==> config.mk <==
export PLATFORM = sky130hd
export DESIGN_NAME = alu_share_arbiter
export DESIGN_NICKNAME = d
export VERILOG_FILES = /design/src/rtl/alu_share_arbiter.sv
export SDC_FILE = /design/constraint.sdc
export NUM_CORES = 1
export LEC_CHECK = 0
export BUFFER_PORTS_ARGS = -buffer_cell sky130_fd_sc_hd__buf_2
export CORE_MARGIN = 10
export CORE_UTILIZATION = 49
export CTS_BUF_LIST = sky130_fd_sc_hd__clkbuf_8
export DETAILED_ROUTE_END_ITERATION = 7
export GPL_TIMING_DRIVEN = 0
export PLACE_DENSITY_LB_ADDON = 0.05
export REMOVE_ABC_BUFFERS = 1
export SLEW_MARGIN = 5
export SYNTH_ARGS = -nofsm -noshare
export SYNTH_HDL_FRONTEND = slang
export SYNTH_SLANG_ARGS = --single-unit
export TNS_END_PERCENT = 5
==> constraint.sdc <==
create_clock -name clk -period 1.85 [get_ports clk]
set_input_delay 0.185 -clock clk [delete_from_list [all_inputs] [get_ports clk]]
set_output_delay 0.185 -clock clk [all_outputs]
set_load 0.05 [all_outputs]
==> src/rtl/alu_share_arbiter.sv <==
// alu_share_arbiter: round-robin time-sharing of one registered ALU
// (add/xor/and/or) between two requesters. One operation is in flight at a
// time: capture operands, execute, then hold the result until it is consumed.
module alu_share_arbiter #(
    parameter int WIDTH = 8
) (
    input  logic             clk,
    input  logic             rst,
    input  logic             req0,
    input  logic [1:0]       op0,
    input  logic [WIDTH-1:0] a0,
    input  logic [WIDTH-1:0] b0,
    input  logic             req1,
    input  logic [1:0]       op1,
    input  logic [WIDTH-1:0] a1,
    input  logic [WIDTH-1:0] b1,
    output logic             gnt0,
    output logic             gnt1,
    output logic [WIDTH-1:0] res,
    output logic             res_carry,
    output logic             res_id,
    output logic             res_valid,
    input  logic             res_ready,
    output logic             busy
);

    typedef enum logic [1:0] {
        IDLE = 2'd0,
        EXEC = 2'd1,
        HOLD = 2'd2
    } state_t;

    localparam logic [1:0] OP_ADD = 2'b00;
    localparam logic [1:0] OP_XOR = 2'b01;
    localparam logic [1:0] OP_AND = 2'b10;

    state_t           r_state;
    state_t           w_next_state;
    logic             w_capture;
    logic             w_release;
    logic             w_win_id;

    logic [1:0]       r_op;
    logic [WIDTH-1:0] r_a;
    logic [WIDTH-1:0] r_b;
    logic             r_id;
    logic             r_last_id;

    logic             r_gnt0;
    logic             r_gnt1;
    logic [WIDTH-1:0] r_res;
    logic             r_res_carry;
    logic             r_res_id;
    logic             r_res_valid;

    logic [WIDTH:0]   w_sum;
    logic [WIDTH-1:0] w_alu_res;
    logic             w_alu_carry;

    // State register.
    // NOTE: sequential state uses non-blocking assignments so every register
    // samples pre-edge values, independent of block evaluation order.
    always_ff @(posedge clk) begin
        if (rst) begin
            r_state <= IDLE;
        end else begin
            r_state <= w_next_state;
        end
    end

    // Next-state decode, capture/release strobes and round-robin winner.
    // NOTE: every signal written here gets a default first so no path leaves
    // it unassigned, which would otherwise infer a latch.
    always_comb begin
        w_next_state = r_state;
        w_capture    = 1'b0;
        w_release    = 1'b0;
        // Tie goes to the requester that did not win last; otherwise the
        // single requester (or don't-care when nobody requests).
        w_win_id     = (req0 && req1) ? ~r_last_id : req1;
        case (r_state)
            IDLE: begin
                if (req0 || req1) begin
                    w_capture    = 1'b1;
                    w_next_state = EXEC;
                end
            end
            EXEC: begin
                w_next_state = HOLD;
            end
            HOLD: begin
                if (r_res_valid && res_ready) begin
                    w_release    = 1'b1;
                    w_next_state = IDLE;
                end
            end
            default: begin
                w_next_state = IDLE;
            end
        endcase
    end

    // ALU on the captured operands; carry only meaningful for add.
    always_comb begin
        w_sum       = {1'b0, r_a} + {1'b0, r_b};
        w_alu_res   = w_sum[WIDTH-1:0];
        w_alu_carry = 1'b0;
        case (r_op)
            OP_ADD:  w_alu_carry = w_sum[WIDTH];
            OP_XOR:  w_alu_res   = r_a ^ r_b;
            OP_AND:  w_alu_res   = r_a & r_b;
            default: w_alu_res   = r_a | r_b;
        endcase
    end

    // Operand capture of the winning requester.
    // NOTE: these registers have no reset; they are only read in EXEC, which
    // is always preceded by a capture, so reset values would be dead logic.
    always_ff @(posedge clk) begin
        if (w_capture) begin
            r_op <= w_win_id ? op1 : op0;
            r_a  <= w_win_id ? a1  : a0;
            r_b  <= w_win_id ? b1  : b0;
            r_id <= w_win_id;
        end
    end

    // Grant pulses and round-robin history.
    always_ff @(posedge clk) begin
        if (rst) begin
            r_gnt0    <= 1'b0;
            r_gnt1    <= 1'b0;
            r_last_id <= 1'b1;
        end else begin
            r_gnt0 <= w_capture && !w_win_id;
            r_gnt1 <= w_capture &&  w_win_id;
            if (w_capture) begin
                r_last_id <= w_win_id;
            end
        end
    end

    // Result registers: loaded in EXEC, valid dropped on handshake, data kept.
    always_ff @(posedge clk) begin
        if (rst) begin
            r_res       <= '0;
            r_res_carry <= 1'b0;
            r_res_id    <= 1'b0;
            r_res_valid <= 1'b0;
        end else if (r_state == EXEC) begin
            r_res       <= w_alu_res;
            r_res_carry <= w_alu_carry;
            r_res_id    <= r_id;
            r_res_valid <= 1'b1;
        end else if (w_release) begin
            r_res_valid <= 1'b0;
        end
    end

    assign gnt0      = r_gnt0;
    assign gnt1      = r_gnt1;
    assign res       = r_res;
    assign res_carry = r_res_carry;
    assign res_id    = r_res_id;
    assign res_valid = r_res_valid;
    assign busy      = (r_state != IDLE);

endmodule
==> flow_summary.yaml, run 1 <==
outcome:
  status: "complete, but fails checks"
  violations: "negative setup slack"
clock_network:
  cts-buffers-inserted: 5
  ctsRootBufferMaster: "clkbuf_8"
  clock-sinks: 35
  clk_path_buf_depth: 2
  clk_latency_ps: 290
  htree_levels: 2
  cts_tree: "yes"
  clkTransAtPathRegs_ps: 70
setup_path:
  crit_required_ps: 2030
  slowest_delay_ps: 400
  cp.depth: 7
  reg2regPathDepth: 7
  cp_slowest_cell: "edfxtp_1"
  worstPathArrival_ps: 2200
  cp_max_fo: 2
  start_kind: "flop"
  critPathKind: "flop to flop"
  crit_family: "compound AO/OA/AOI/OAI gates"
  r2r_start: "r_a[0]"
  endpoint_kind: "flop"
  setup.worst_path.start: "r_a[0]"
  path_cells: "ha_2 -> fa_2 -> a211oi_4 -> o31ai_2 -> xnor2_1 -> o311ai_2 -> a32o_1"
  crit_buf_inv: 0
floorplan:
  pin_count: 55
  row_count: 23
  core_area_mm2: 0.00400
  start_util_pct: 50.4
  die-area_mm2: 0.00708
  die_w_um: 84.2
  chipHeight_um: 84.2
pwr:
  power_leakage_nw: 1.09
  vdd_drop_max_v: 0.000424
  power.density_mw_per_mm2: 924
synth:
  ys_ff_latch: 35
  syn-instance-count: 189
  ys_types: 38
  synth.avg_cell_area_um2: 10.7
  yosysSeqAreaShare_pct: 44.2
  synth.cell_area_mm2: 0.00202
  synth_warnings: 0
placement:
  dp_hpwl_mm: 3.50
  dp_cells: 285
  numPortBuffers: 54
  place.gp.congestion: 0.791
sta:
  slew_violations: 0
  setup_viol: 3
  worst_pin_slew_ps: 819
  min_period_ps: 2020
  hold_viol: 0
  max_freq_mhz: 495
  relSlewSlack_pct: 45.3
  skew_ps: 3.66
  timing.final.crit_share_pct: 109
  fin_ws_ps: -170
  grt_setup_unrepaired: "yes"
detailed_routing:
  avgViaCountPerCell: 5.14
  wire_per_inst_um: 15.3
  wirelength_mm: 4.50
  drc: 0
  drt_pass1_iterations: 4
  vias: 1510
  drtAntennaViolNets: 0
  drt_iter0_drc: 38
run:
  maxCapViolations: 0
final_layout:
  multi_input_area_mm2: 0.00102
  antenna_cells: 0
  area_growth_pct: 20.1
  instances_no_fill: 294
  nNetsFinal: 301
  fin_util_pct: 60.6
  drive_gt1_share_pct: 37.3
  register_area_um2: 891
  fillCellCount: 349
hold_path:
  min-delay-start: "b1[1]"
  hold_path_depth: 2
  hold_class: "input port to flop"
global_routing:
  grt_max_degree: 26
  grt_pass1_vias: 1636
  grt_antenna_before_repair: 0
  grt_overflow: 0
  grt_use_total_pct: 12.9
  grt_pass1_wl_mm: 7.50
report_power, final:
part           internal, mW  switching, mW  total [mW]
registers             0.930         0.0809        1.01
logic                 0.294          0.419       0.713
clock network         0.251          0.263       0.513
total                  1.48          0.762        2.24
what timing repair did:
| action | in CTS | in global routing |
|---|---|---|
| setup endpoints to repair | 6 | 25 |
| hold buffers | 0 | 0 |
| pin swaps | 4 | 5 |
| gates resized for setup | 4 | 3 |
| setup buffers | 1 | 0 |
worst register-to-register path, cell delays in order, from the launching register on:
cell      delay (ps)
edfxtp_1         400
ha_2             210
fa_2             380
a211oi_4         270
o31ai_2          120
xnor2_1          200
o311ai_2         100
a32o_1           240
through the flow:
step	area [um^2]	hold WS (ps)	power [mW]	setup TNS (ps)	worst slack [ps]
2_1_floorplan	1950	247	1.52	-11950	-609
3_3_place_gp	2280	438	1.67	-27140	-1310
3_5_place_dp	2300	452	1.71	-808	-354
4_1_cts	2400	190	2.24	-328	-218
5_1_grt	2420	188	2.40	-861	-296
6_report	2420	200	2.24	-267	-170
final cells by class:
class,count,area share (%)
Clock buffer,5,2.84
Tap cell,50,2.58
Clock inverter,3,0.465
Multi-Input combinational cell,125,42.0
Sequential cell,35,36.8
Timing Repair Buffer,56,12.1
Inverter,20,3.25
Yosys cell counts:
master / n / area share [%]
o31ai_2: 2 / 1.2
o21ai_0: 8 / 2.0
nand3_1: 1 / 0.25
buf_6: 1 / 0.56
a21oi_1: 10 / 2.5
a32o_1: 2 / 0.99
a21oi_2: 1 / 0.43
or2b_2: 1 / 0.43
o311ai_1: 2 / 0.87
edfxtp_1: 19 / 28
nor2_1: 7 / 1.3
buf_4: 1 / 0.37
and3_1: 2 / 0.62
dfxtp_1: 16 / 16
ha_1: 16 / 9.9
nor2b_1: 5 / 1.6
mux2i_1: 1 / 0.50
clkbuf_1: 3 / 0.56
o211ai_1: 6 / 2.2
nand3b_1: 1 / 0.37
or3_1: 1 / 0.31
a21o_1: 1 / 0.37
mux4_2: 1 / 1.1
mux2_2: 18 / 10
a31oi_1: 3 / 0.93
xor2_1: 2 / 0.87
nor3_1: 4 / 0.99
inv_1: 20 / 3.7
fa_1: 1 / 0.99
o22ai_1: 1 / 0.31
a211oi_1: 3 / 1.1
nand2_1: 18 / 3.3
xnor2_1: 4 / 1.7
o211a_1: 1 / 0.50
clkbuf_8: 2 / 1.4
a2111o_1: 1 / 0.56
a21boi_0: 1 / 0.37
buf_2: 2 / 0.50
layout by cell type (no fill, tap or decap), drive strengths merged:
cell type / n
a2111o: 1
a211oi: 3
a21boi: 1
a21o: 1
a21oi: 11
a31oi: 3
a32o: 2
and3: 2
buf: 56
clkbuf: 5
clkinvlp: 1
dfxtp: 16
edfxtp: 19
fa: 1
ha: 16
inv: 22
mux2: 18
mux2i: 1
mux4: 1
nand2: 18
nand3: 1
nand3b: 1
nor2: 7
nor2b: 5
nor3: 4
o211a: 1
o211ai: 6
o21ai: 8
o22ai: 1
o311ai: 2
o31ai: 2
or2b: 1
or3: 1
xnor2: 4
xor2: 2
cells by family (layout without fill, tap and decap cells):
group / Yosys count / count (layout) / synth area share, %
AO/OA/AOI/OAI: 42 / 42 / 14.4
AND/OR/NAND/NOR: 40 / 40 / 9.18
flip-flops: 35 / 35 / 44.2
buffers and inverters: 29 / 84 / 7.07
multiplexers: 20 / 20 / 11.7
adder cells (fa/ha/maj): 17 / 17 / 10.9
XOR/XNOR: 6 / 6 / 2.61
layer usage:
| layer | share of wire, % | wire [um] | vias up | GRT usage, % |
|---|---|---|---|---|
| li1 | - | - | 777 | - |
| met1 | 40 | 1810 | 684 | 13.2 |
| met2 | 53 | 2370 | 40 | 23.2 |
| met3 | 5.6 | 253 | 9 | 5.22 |
| met4 | 1.7 | 75 | 0 | 4.41 |
| met5 | 0 | 0 | - | 0 |
final timing paths:
check                              end  slack (ps)
worst max-delay path            res[6]        -170
worst min-delay path            r_b[1]         200
worst max register to register  res[6]        -170
worst min register to register  res[1]         460
state kept, by name, summed over array words and instances (netlist names):
signal,flops
r_a,8
r_b,8
res,8
r_op,2
r_state,2
gnt0,1
gnt1,1
r_id,1
r_last_id,1
res_carry,1
res_id,1
res_valid,1
No activity file was read; power rests on OpenSTA's default activity.
==> run 2: changes to the inputs <==
--- a/config.mk
+++ b/config.mk
@@ -12,6 +12,7 @@
 export DETAILED_ROUTE_END_ITERATION = 7
 export GPL_TIMING_DRIVEN = 0
 export PLACE_DENSITY_LB_ADDON = 0.05
+export RECOVER_POWER = 50
 export REMOVE_ABC_BUFFERS = 1
 export SLEW_MARGIN = 5
 export SYNTH_ARGS = -nofsm -noshare
==> run 2 against run 1 <==
  * The flow still finishes with violations (negative setup slack)
  * Power decreased by 0.38%
  * Final cell count unchanged
  * Non-clock buffer count unchanged
  * Sequential share of layout area grew 0.31 points
  * Clock skew about the same
  * Clock power is essentially flat
  * Via count is 0.26% higher
==> flow_summary.yaml, run 2 (synthesis results as in run 1) <==
placement:
  dp_hpwl_mm: 3.50
  place_area_mm2: 0.00230
  place.gp.congestion: 0.791
  dp_cells: 285
  numPortBuffers: 54
setup_path:
  cp.depth: 7
  cp_max_fo: 2
  r2r_start: "r_a[0]"
  endpoint_kind: "flop"
  worstPathArrival_ps: 2190
  cp_slowest_cell: "edfxtp_1"
  critPathKind: "flop to flop"
  start_kind: "flop"
  crit_required_ps: 2030
  reg2regPathDepth: 7
  crit_family: "compound AO/OA/AOI/OAI gates"
  path_cells: "ha_2 -> fa_2 -> a211oi_4 -> o31ai_2 -> xnor2_1 -> o311ai_2 -> a32o_1"
  crit_buf_inv: 0
  slowest_delay_ps: 400
  setup.worst_path.start: "r_a[0]"
final_layout:
  area_growth_pct: 19.1
  final_common_cell: "buf_2"
  stdcell_area_mm2: 0.00240
  drive_gt1_share_pct: 31.1
  fillCellCount: 358
  instances_no_fill: 294
  antenna_cells: 0
  nNetsFinal: 301
  final_cell_mix: "buf_2 (40), inv_1 (22), edfxtp_1 (19), mux2_2 (18), nand2_1 (18)"
global_routing:
  grt_antenna_before_repair: 0
  grt_use_total_pct: 12.9
  grt_max_degree: 26
  grt_overflow: 0
  grt_pass1_wl_mm: 7.50
  grt_pass1_vias: 1636
hold_path:
  hold_class: "input port to flop"
  min-delay-start: "b1[1]"
  hold_path_depth: 2
clock_network:
  clk_path_buf_depth: 2
  cts-buffers-inserted: 5
  clock-sinks: 35
  ctsHoldBuffers: 0
  clkTransAtPathRegs_ps: 70
  clk_latency_ps: 290
  cts_tree: "yes"
  htree_levels: 2
  ctsRootBufferMaster: "clkbuf_8"
floorplan:
  die_w_um: 84.2
  row_count: 23
  chipHeight_um: 84.2
  pin_count: 55
  core_area_mm2: 0.00400
  die-area_mm2: 0.00708
  start_util_pct: 50.4
detailed_routing:
  drt_iter0_drc: 50
  top_layer_used: "met4"
  drc: 0
  drtAntennaViolNets: 0
  drt_pass1_iterations: 4
  route.met2.wl_mm: 2.34
  avgViaCountPerCell: 5.15
  met1Wirelength_mm: 1.81
  wirelength_mm: 4.51
  wire_per_inst_um: 15.3
  met3_length_um: 260
  vias: 1514
sta:
  relSlewSlack_pct: 44.2
  skew_ps: 3.94
  slew_violations: 0
  whs_ps: 199
  hold_viol: 0
  fin_ws_ps: -165
  grt_setup_unrepaired: "yes"
  setup_viol: 17
  fin_tns_setup_ps: -1400
  worst_pin_slew_ps: 835
  max_freq_mhz: 496
  timing.final.crit_share_pct: 109
  min_period_ps: 2020
outcome:
  violations: "negative setup slack"
  status: "complete, but fails checks"
pwr:
  power.density_mw_per_mm2: 928
  vdd_drop_max_v: 0.000425
  power_leakage_nw: 1.04
run:
  maxCapViolations: 0
run 2: power breakdown:
group          switching (mW)  internal [mW]  total [mW]
sequential             0.0820          0.930        1.01
combinational           0.419          0.283       0.702
clock                   0.264          0.251       0.515
run 2: area by class of cell:
class                      instances  area (um^2)  area share, %
inverter                          20         78.8           3.28
sequential                        35          891           37.1
multi-input combinational        125         1020           42.3
clock inverter                     3         11.3          0.469
timing repair buffer              56          273           11.4
clock buffer                       5         68.8           2.86
tap                               50         62.6           2.60
run 2: routing by layer:
layer,up-vias,global-route usage (%)
met5,-,0
met4,0,4.41
met3,10,5.22
met2,40,23.2
met1,687,13.2
li1,777,-
run 2: what timing repair did:
item	4_1_cts	5_1_grt
endpoints found under the setup margin	6	25
endpoints found under the hold margin	0	0
buffers inserted	1	0
gates resized for setup	4	3
pin swaps	4	5
run 2: path summary, 6_finish.rpt:
check	endpoint	slack, ps
worst max register to register	res[6]	-170
worst min-delay path	r_b[1]	200
worst min register to register	res[1]	460
worst max-delay path	res[6]	-170
run 2: metrics by stage:
stage / setup slack [ps] / utilization [%] / total power [mW]
2_1_floorplan: -609 / - / 1.52
3_3_place_gp: -1310 / 57.1 / 1.67
3_5_place_dp: -354 / 57.5 / 1.71
4_1_cts: -218 / 60.1 / 2.24
5_1_grt: -296 / 60.1 / 2.38
6_report: -165 / 60.1 / 2.23
==> run 3: changes to the inputs <==
--- a/config.mk
+++ b/config.mk
@@ -5,11 +5,11 @@
 export SDC_FILE = /design/constraint.sdc
 export NUM_CORES = 1
 export LEC_CHECK = 0
-export BUFFER_PORTS_ARGS = -buffer_cell sky130_fd_sc_hd__buf_2
 export CORE_MARGIN = 10
-export CORE_UTILIZATION = 49
+export CORE_UTILIZATION = 50
 export CTS_BUF_LIST = sky130_fd_sc_hd__clkbuf_8
 export DETAILED_ROUTE_END_ITERATION = 7
+export DONT_BUFFER_PORTS = 1
 export GPL_TIMING_DRIVEN = 0
 export PLACE_DENSITY_LB_ADDON = 0.05
 export RECOVER_POWER = 50
==> run 3 against run 2 <==
  * Sequential cell count unchanged
  * Critical path depth unchanged
  * Sequential share of layout area up 3.0 points
  * Global-route usage down 1.5 points
  * Worst setup slack better by 43 ps
  * First-iteration DRC count up 82%
  * Worst hold slack worse by 200 ps
  * Count of clock-buffer cells in the layout unchanged
  * Power up 5.3%
  * The run still ends with negative setup slack left
  * Clock skew up 3.5 ps
  * Clock power up 35%
  * Highest routed layer unchanged
  * Final cell count down 17%
==> flow_summary.yaml, run 3 (synthesis results as in run 1) <==
outcome:
  status: "complete, but fails checks"
  violations: "negative setup slack"
final_layout:
  final_cell_mix: "inv_1 (19), edfxtp_1 (19), mux2_2 (18), nand2_1 (18), dfxtp_1 (16)"
  nNetsFinal: 252
  stdcell_area_mm2: 0.00222
  area_growth_pct: 10.2
  drive_gt1_share_pct: 20.0
  antenna_cells: 0
  fin_util_pct: 56.4
clock_network:
  clk_path_buf_depth: 2
  clkTransAtPathRegs_ps: 80
  cts_tree: "yes"
  cts-buffers-inserted: 5
  ctsRootBufferMaster: "clkbuf_8"
  clock-sinks: 35
  clk_latency_ps: 290
  htree_levels: 2
setup_path:
  r2r_start: "r_a[0]"
  endpoint_kind: "flop"
  critPathKind: "flop to flop"
  setup.worst_path.start: "r_a[0]"
  slowest_delay_ps: 410
  worstPathArrival_ps: 2210
  crit_required_ps: 2090
  cp_slowest_cell: "edfxtp_1"
  cp_max_fo: 2
  reg2regPathDepth: 7
  endpoint: "res[6]"
  start_kind: "flop"
  reg2reg_setup_slack_ps: -120
  r2r_end: "res[6]"
  path_cells: "ha_2 -> fa_2 -> a211oi_4 -> o31ai_2 -> xnor2_1 -> o311ai_1 -> a32o_1"
global_routing:
  grt_max_degree: 26
  grt_pass1_vias: 1417
  grt_use_total_pct: 11.4
  grt_antenna_before_repair: 0
  grt_pass1_wl_mm: 6.61
  grt_overflow: 0
detailed_routing:
  drt_iter0_drc: 91
  wire_per_inst_um: 16.5
  avgViaCountPerCell: 5.73
  wirelength_mm: 4.05
  drt_pass1_iterations: 4
  drc: 0
  drtAntennaViolNets: 0
  vias: 1405
sta:
  fin_ws_ps: -122
  fin_tns_setup_ps: -251
  worst_pin_slew_ps: 857
  grt_setup_unrepaired: "yes"
  hold_viol: 0
  setup_viol: 3
  slew_violations: 0
  skew_ps: 7.40
  timing.final.crit_share_pct: 107
  relSlewSlack_pct: 42.8
  max_freq_mhz: 507
  min_period_ps: 1970
pwr:
  internal_power_mw: 1.58
  power_leakage_nw: 0.898
  p_sw_mw: 0.765
  power.density_mw_per_mm2: 1060
  power_frac_seq_pct: 47.6
  clockPowerShare_pct: 29.6
  vdd_drop_max_v: 0.000529
  swShare_pct: 32.6
  comb_power_share_pct: 22.8
floorplan:
  die_w_um: 83.5
  pin_count: 55
  die-area_mm2: 0.00697
  chipHeight_um: 83.5
  start_util_pct: 51.2
  core_area_mm2: 0.00394
  row_count: 23
placement:
  place_area_mm2: 0.00203
  place.gp.congestion: 0.778
  dp_hpwl_mm: 3.06
  numPortBuffers: 0
  placement.setup.worst_slack_ps: -287
hold_path:
  hold_class: "input port to flop"
run:
  maxCapViolations: 0
## run 3: final cells by class
cell class / instances / area [um^2]
multi-input combinational: 125 / 1010
timing repair buffer: 7 / 72.6
clock buffer: 5 / 68.8
inverter: 20 / 75.1
fill: 355 / 1720
clock inverter: 3 / 43.8
tap: 50 / 62.6
sequential: 35 / 891
## run 3: metal layers
metal	up-vias	wire, um	global-route usage, %
met4	0	68	4.26
met1	666	1510	11.1
li1	679	-	-
met3	9	483	7.42
met2	51	1990	18.9
met5	-	0	0
## run 3: worst min path at each step
stage / startpoint / endpoint / slack [ps] / cells after the start
3_3_place_gp: rst / res_carry / 250 / 1
3_5_place_dp: rst / res_carry / 250 / 1
5_1_grt: rst / res[7] / 6 / 1
6_report: rst / res[7] / 3 / 1
4_1_cts: rst / res_carry / -60 / 1
2_1_floorplan: rst / res_carry / 250 / 1
## run 3: stage by stage
step                      power (mW)  hold slack [ps]  std cells
final                           2.35             3.42        245
after detailed placement        1.63              255        231
after global routing            2.48             5.56        245
after CTS                       2.35            -63.9        244
after floorplan                 1.52              247        180
after global placement          1.61              250        230
## run 3: what timing repair did
| action | 4_1_cts | 5_1_grt |
|---|---|---|
| pin swaps | 3 | 5 |
| buffers inserted | 1 | 0 |
| endpoints found under the setup margin | 6 | 26 |
| hold buffers | 4 | 1 |
| hold endpoints to repair | 11 | 6 |
| resized for setup | 4 | 2 |
## run 3: power by group through the flow
stage	clock network (mW)	logic (mW)	registers, mW
floorplan	0	0.408	1.11
global placement	0	0.474	1.13
detailed placement	0	0.494	1.14
CTS	0.711	0.523	1.12
global route	0.745	0.604	1.13
finish	0.694	0.535	1.12
## run 3: worst max-delay path: cells and delay by family, from the launching register on
kind,cells,cell delay (ps)
AO/OA/AOI/OAI,4,790
XOR/XNOR,1,130
adder cells (fa/ha/maj),2,580
flip-flops,1,410
